File: config.mk
export PLATFORM = sky130hd
export DESIGN_NAME = mux2_rr_arbiter
export DESIGN_NICKNAME = d
export VERILOG_FILES = /design/src/rtl/mux2_rr_arbiter.sv
export SDC_FILE = /design/constraint.sdc
export NUM_CORES = 1
export LEC_CHECK = 0
export ABC_AREA = 0
export CAP_MARGIN = 10
export CORE_MARGIN = 1
export CORE_UTILIZATION = 38
export DETAILED_ROUTE_END_ITERATION = 10
export PLACE_DENSITY = 0.93
export SLEW_MARGIN = 5
export SYNTH_ARGS = -nofsm -noshare
export SYNTH_HDL_FRONTEND = slang
export SYNTH_SLANG_ARGS = --single-unit
File: constraint.sdc
create_clock -name clk -period 2.3 [get_ports clk]
set_input_delay 0.46 -clock clk [delete_from_list [all_inputs] [get_ports clk]]
set_output_delay 0.46 -clock clk [all_outputs]
set_load 0.01 [all_outputs]
File: src/rtl/mux2_rr_arbiter.sv
// mux2_rr_arbiter: two-channel round-robin arbiter feeding a one-entry registered output stage (optional grant counters under ARB_STATS_EN)
module mux2_rr_arbiter #(
    parameter int DATA_W = 8,
    parameter int CNT_W  = 16
) (
    input  logic              clk,
    input  logic              rst_n,
    input  logic              a_valid,
    input  logic [DATA_W-1:0] a_data,
    output logic              a_ready,
    input  logic              b_valid,
    input  logic [DATA_W-1:0] b_data,
    output logic              b_ready,
    output logic              sel,
    output logic              out_valid,
    output logic [DATA_W-1:0] out_data,
    input  logic              out_ready
`ifdef ARB_STATS_EN
    ,
    output logic [CNT_W-1:0]  a_grants,
    output logic [CNT_W-1:0]  b_grants
`endif
);
    typedef enum logic {EMPTY = 1'b0, FULL = 1'b1} state_t;
    state_t state, state_nxt;
    logic last, grant_v, grant_b, slot_free, accept;
    // grant selection, handshake readies and next output-stage state
    always_comb begin
        grant_v   = a_valid || b_valid;
        grant_b   = b_valid && (!a_valid || !last);
        slot_free = (state == EMPTY) || out_ready;
        a_ready   = slot_free && a_valid && !grant_b;
        b_ready   = slot_free && grant_b;
        accept    = a_ready || b_ready;
        sel       = grant_v ? grant_b : last;
        state_nxt = accept ? FULL : (out_ready ? EMPTY : state);
    end
    assign out_valid = (state == FULL);
    // output stage register; last starts at B so A wins the first contention
    always_ff @(posedge clk or negedge rst_n) begin
        if (!rst_n) begin
            state    <= EMPTY;
            out_data <= '0;
            last     <= 1'b1;
        end else begin
            state <= state_nxt;
            if (accept) begin
                out_data <= grant_b ? b_data : a_data;
                last     <= grant_b;
            end
        end
    end
`ifdef ARB_STATS_EN
    // per-channel acceptance counters, wrapping at 2^CNT_W
    always_ff @(posedge clk or negedge rst_n) begin
        if (!rst_n) begin
            a_grants <= '0;
            b_grants <= '0;
        end else begin
            a_grants <= a_grants + CNT_W'(a_ready);
            b_grants <= b_grants + CNT_W'(b_ready);
        end
    end
`endif
endmodule

# == Word-level counts from Yosys, hierarchy flattened ==
# Cells that the tools add are included.
# Widths: inputs -> output; s select.
# op_classes
n_addsub,0
order_cmp,0
reduce_logical,12
n_shift,0
n_mux,4
bitwise_logic,1
mul,0
eq_ne,0
div_mod_pow,0
# op_table
operator,count
$mux 8,1
$logic_and 1x1->1,4
$logic_or 1x1->1,4
$logic_not 1->1,3
$mux 1,3
$reduce_bool 2->1,1
$not 1->1,1
# word_totals
out_inout_bits,12
romBits,0
memories,0
ramBits,0
latch_bits,0
register_bits,10
word_cells,20

# == Depth between registers and ports, before layout ==
# depth
word_depth,7
mapped_depth,4
ltp_nobuf,3

# == Worst setup path before layout ==
# No wires, ideal clock.
# synth_timing
kind,register to output
from,reg last
to,out b_ready
setup_slack_ps,801
t_required_ps,1840
t_arrival_ps,1039
path_stages_with_launch,4
n_path_buf,1
cell_sequence,dfstp_2 > a21bo_1 > buf_6 > and2b_2
# synth_between
elab_chain_len,4
# synth_rtl
item,line,source
"start, declared",26,"logic last, grant_v, grant_b, slot_free, accept;"
"start signal, assigned",49,last <= grant_b;
$logic_not 1->1,30,grant_b = b_valid && (!a_valid || !last);
$logic_or 1x1->1,30,
$logic_and 1x1->1,30,
$logic_and 1x1->1,33,b_ready = slot_free && grant_b;
"end, declared",13,"output logic b_ready,"
# Every way passes these cells.

# == Worst setup path after layout ==
# layout_timing
from,in b_valid
to,out sel
# layout_between
elab_chain_len,2
elab_cells_between_ends,3
classes_between,mux (1); reduce/logical (2)
# layout_rtl
item,line,source
"start, declared",11,"input logic b_valid,"
$logic_and 1x1->1 or $logic_or 1x1->1 (tied branches),"30, 29",
$mux 1 *,35,sel = grant_v ? grant_b : last;
"end, declared",14,"output logic sel,"
# Every way passes the cells marked *; elsewhere a longest branch is shown, timed or not.

==> metrics <==
first-pass GRT wire length=~1800 um; total routing resource utilization after global routing=between 10% and 20%; synthesized netlist net count=slightly below 60; leading cell type in the layout, fill and taps excluded=clkdlybuf4s50_1; Placement Rows=13; initial antenna violation count=0; number of distinct standard cells referenced by the synthesized netlist=15; Yosys warnings=0; part of the cycle the worst path needs=97.30%; highest achievable clock rate=approximately 450 MHz; post-synthesis adder-cell area fraction=0%; kind of critical path=input pin to output pin; Bufs on Longest Clock Path=2; H-tree depth=1; register area share after synthesis=between 40% and 50%; post-synthesis cell area=between 500 and 600 um2; largest cells by area after synthesis=dfrtp_1, mux2_4, mux2_2; DRC errors left=0; gate count of the mapped netlist=37; number of sinks on the clock net=10; pwr dens=631.1 nW/um2; main combinational cell family by area after synthesis=multiplexers; vertical extent of the die=roughly 40 um; largest net degree at the start of global routing=11; headroom to the max-slew limit=between 70% and 80%; type of destination of the critical path=output pin; total of fill cells in the finished design=around 110; synthesized area per cell=roughly 15 um2; total I/O pin count=33; clock latency on the worst-skew pair=250 ps; result of the run=complete, no violations; Antenna Cells=0; Detailed Routing Iterations Pass 1=4; final setup violation count=0; initial core utilization=between 40% and 50%; # nets final=99; antenna viol nets, final=0; total count of hold-check failures in the final report=0; final critical-path required period=between 2000 and 2500 ps; Die Outline Area=around 1600 um2; Post-Route Skew=between 4 and 5 ps; destination of the worst register-to-register timing path=out_data[0]$_DFFE_PN0P_; most used cells in the layout excluding fill and tap cells=clkdlybuf4s50_1, dfrtp_1, mux2_4, mux2_2, buf_4; Worst Hold Launch=out_data[5]$_DFFE_PN0P_; last weighted congestion value of the routability-driven placer=0.6124; critical path fanouts, max=3; library cell occupying the most area in the post-synthesis netlist=dfrtp_1; total congestion overflow=0; fraction of the mapped netlist area in compound gates=under 10%; reg-to-reg setup timing slack=between 700 and 800 ps; r2r worst-path depth=4; area overhead of the layout relative to synthesis=72.35%; leakage dissipation=0.4361 nW; Hold Buf Count CTS=0; DRC violation total after the first TritonRoute iteration=2; slew at the pin closest to its max-slew limit=~450 ps; WHS Endpoint=out_data[5]$_DFFE_PN0P_; WP data required=1840 ps; RSZ-0062 raised after global routing=no; HPWL after DPL=roughly 940 um; average wire per standard cell=roughly 12 um; WHS=between 500 and 600 ps; total CTS buffers=3; cell depth of the worst min-delay path=1; routed wire length=around 1100 um; number of placed cells counting well taps=88; number of synthesized register bits=10; startpoint kind of the worst setup timing path=input pin; Multi-input gate area=roughly 280 um2; quantity of I/O buffers inserted on ports=32; number of global-route vias before repair=approximately 440; reported max-cap violation count=0; Die Span X=between 30 and 40 um; Vias per Instance=4.891; fraction of layout cells with a size suffix above 1=36.36%; sequential cell area=between 200 and 300 um2; post-CTS setup repair buffer count=0; fraction of synthesized area in multiplexers=between 40% and 50%; CTS tree=yes; non-filler instance count after layout=between 90 and 100; Clk pin slew, worst setup/hold paths=60 ps; class of the tightest hold or removal check=register to register; number of vias after detailed routing=450; worst reg2reg path startpoint=last$_DFFE_PN1P_; Root Driver=clkbuf_4; area of the core=1318 um2; Final Instance Area=a little over 900 um2; fraction of synthesized cell area in xor and xnor cells=0%; Simple-Gate Fraction of Synth Area=4.839%; total count of max-transition violations in the final report=0; area after detailed placement=908.4 um2; area share of the largest cell type after synthesis=around two fifths; arrival time reported for the critical path endpoint=about 1800 ps; worst ir drop on vdd=0.4072 mV
## worst max-delay path, cell delays in order
cell	delay (ps)
clkdlybuf4s50_1	470
buf_4	120
inv_1	40
mux2i_1	130
clkdlybuf4s50_1	560
## synth_stat cells
cell / number
a21bo_1: 1
a21oi_1: 1
a31oi_1: 1
and2b_2: 1
and3_2: 1
buf_6: 1
dfrtp_1: 9
dfstp_2: 1
inv_1: 1
mux2_2: 8
mux2_4: 8
mux2i_1: 1
nand2_1: 1
nand2b_1: 1
o21ai_2: 1
## registers in the layout, summed over array words and instances, names as in the netlist
signal,cells
out_data,8
last,1
out_valid,1
## cell families after synthesis
logic type | count (synthesis)
flops | 10
compound gates | 4
mux | 17
buf+inv | 2
simple gates | 4
## stage by stage
| step | total power, mW | setup WS, ps | utilization [%] | TNS (ps) |
|---|---|---|---|---|
| 3_3_place_gp | 0.4704 | -28.63 | 68.95 | -28.63 |
| 2_1_floorplan | 0.3440 | 800.5 | - | 0 |
| 5_1_grt | 0.6239 | 7.872 | 71.04 | 0 |
| 3_5_place_dp | 0.4770 | -50.06 | 68.95 | -50.06 |
| 6_report | 0.5906 | 62.16 | 71.04 | 0 |
| 4_1_cts | 0.5997 | 3.331 | 70.85 | 0 |
## layout make-up
| class | instances | area share (%) |
|---|---|---|
| Timing Repair Buffer | 37 | 38.37 |
| Multi-Input combinational cell | 25 | 29.55 |
| Sequential cell | 10 | 26.87 |
| Clock buffer | 4 | 2.807 |
| Tap cell | 15 | 2.005 |
| Inverter | 1 | 0.4011 |
## worst max-delay path by stage
stage | cells after the start | to | from
floorplan | 3 | b_ready | last$_DFFE_PN1P_
global placement | 4 | b_ready | b_valid
detailed placement | 4 | b_ready | b_valid
CTS | 4 | a_ready | b_valid
global route | 5 | sel | b_valid
finish | 5 | sel | b_valid
## what timing repair did
| action | 4_1_cts | 5_1_grt |
|---|---|---|
| resized for setup | 1 | 1 |
| endpoints found under the setup margin | 1 | 1 |
| pin swaps | 0 | 0 |
## per-layer routing
metal	wire length [um]	track usage (%)	part of all wire [%]	vias to the layer above
met5	0	0	0	-
met4	0	2.586	0	0
met3	65	3.409	5.8	0
met2	623	33.20	56	17
met1	426	18.15	38	214
li1	-	-	-	219
## where the power goes
part	leakage (nW)	internal [mW]	total, mW	switching [mW]
sequential	0.115	0.214	0.235	0.0209
combinational	0.307	0.159	0.234	0.0751
clock	0.0150	0.0667	0.121	0.0546
total	0.436	0.440	0.591	0.151
Note: power is estimated with default switching activity, not from simulation.
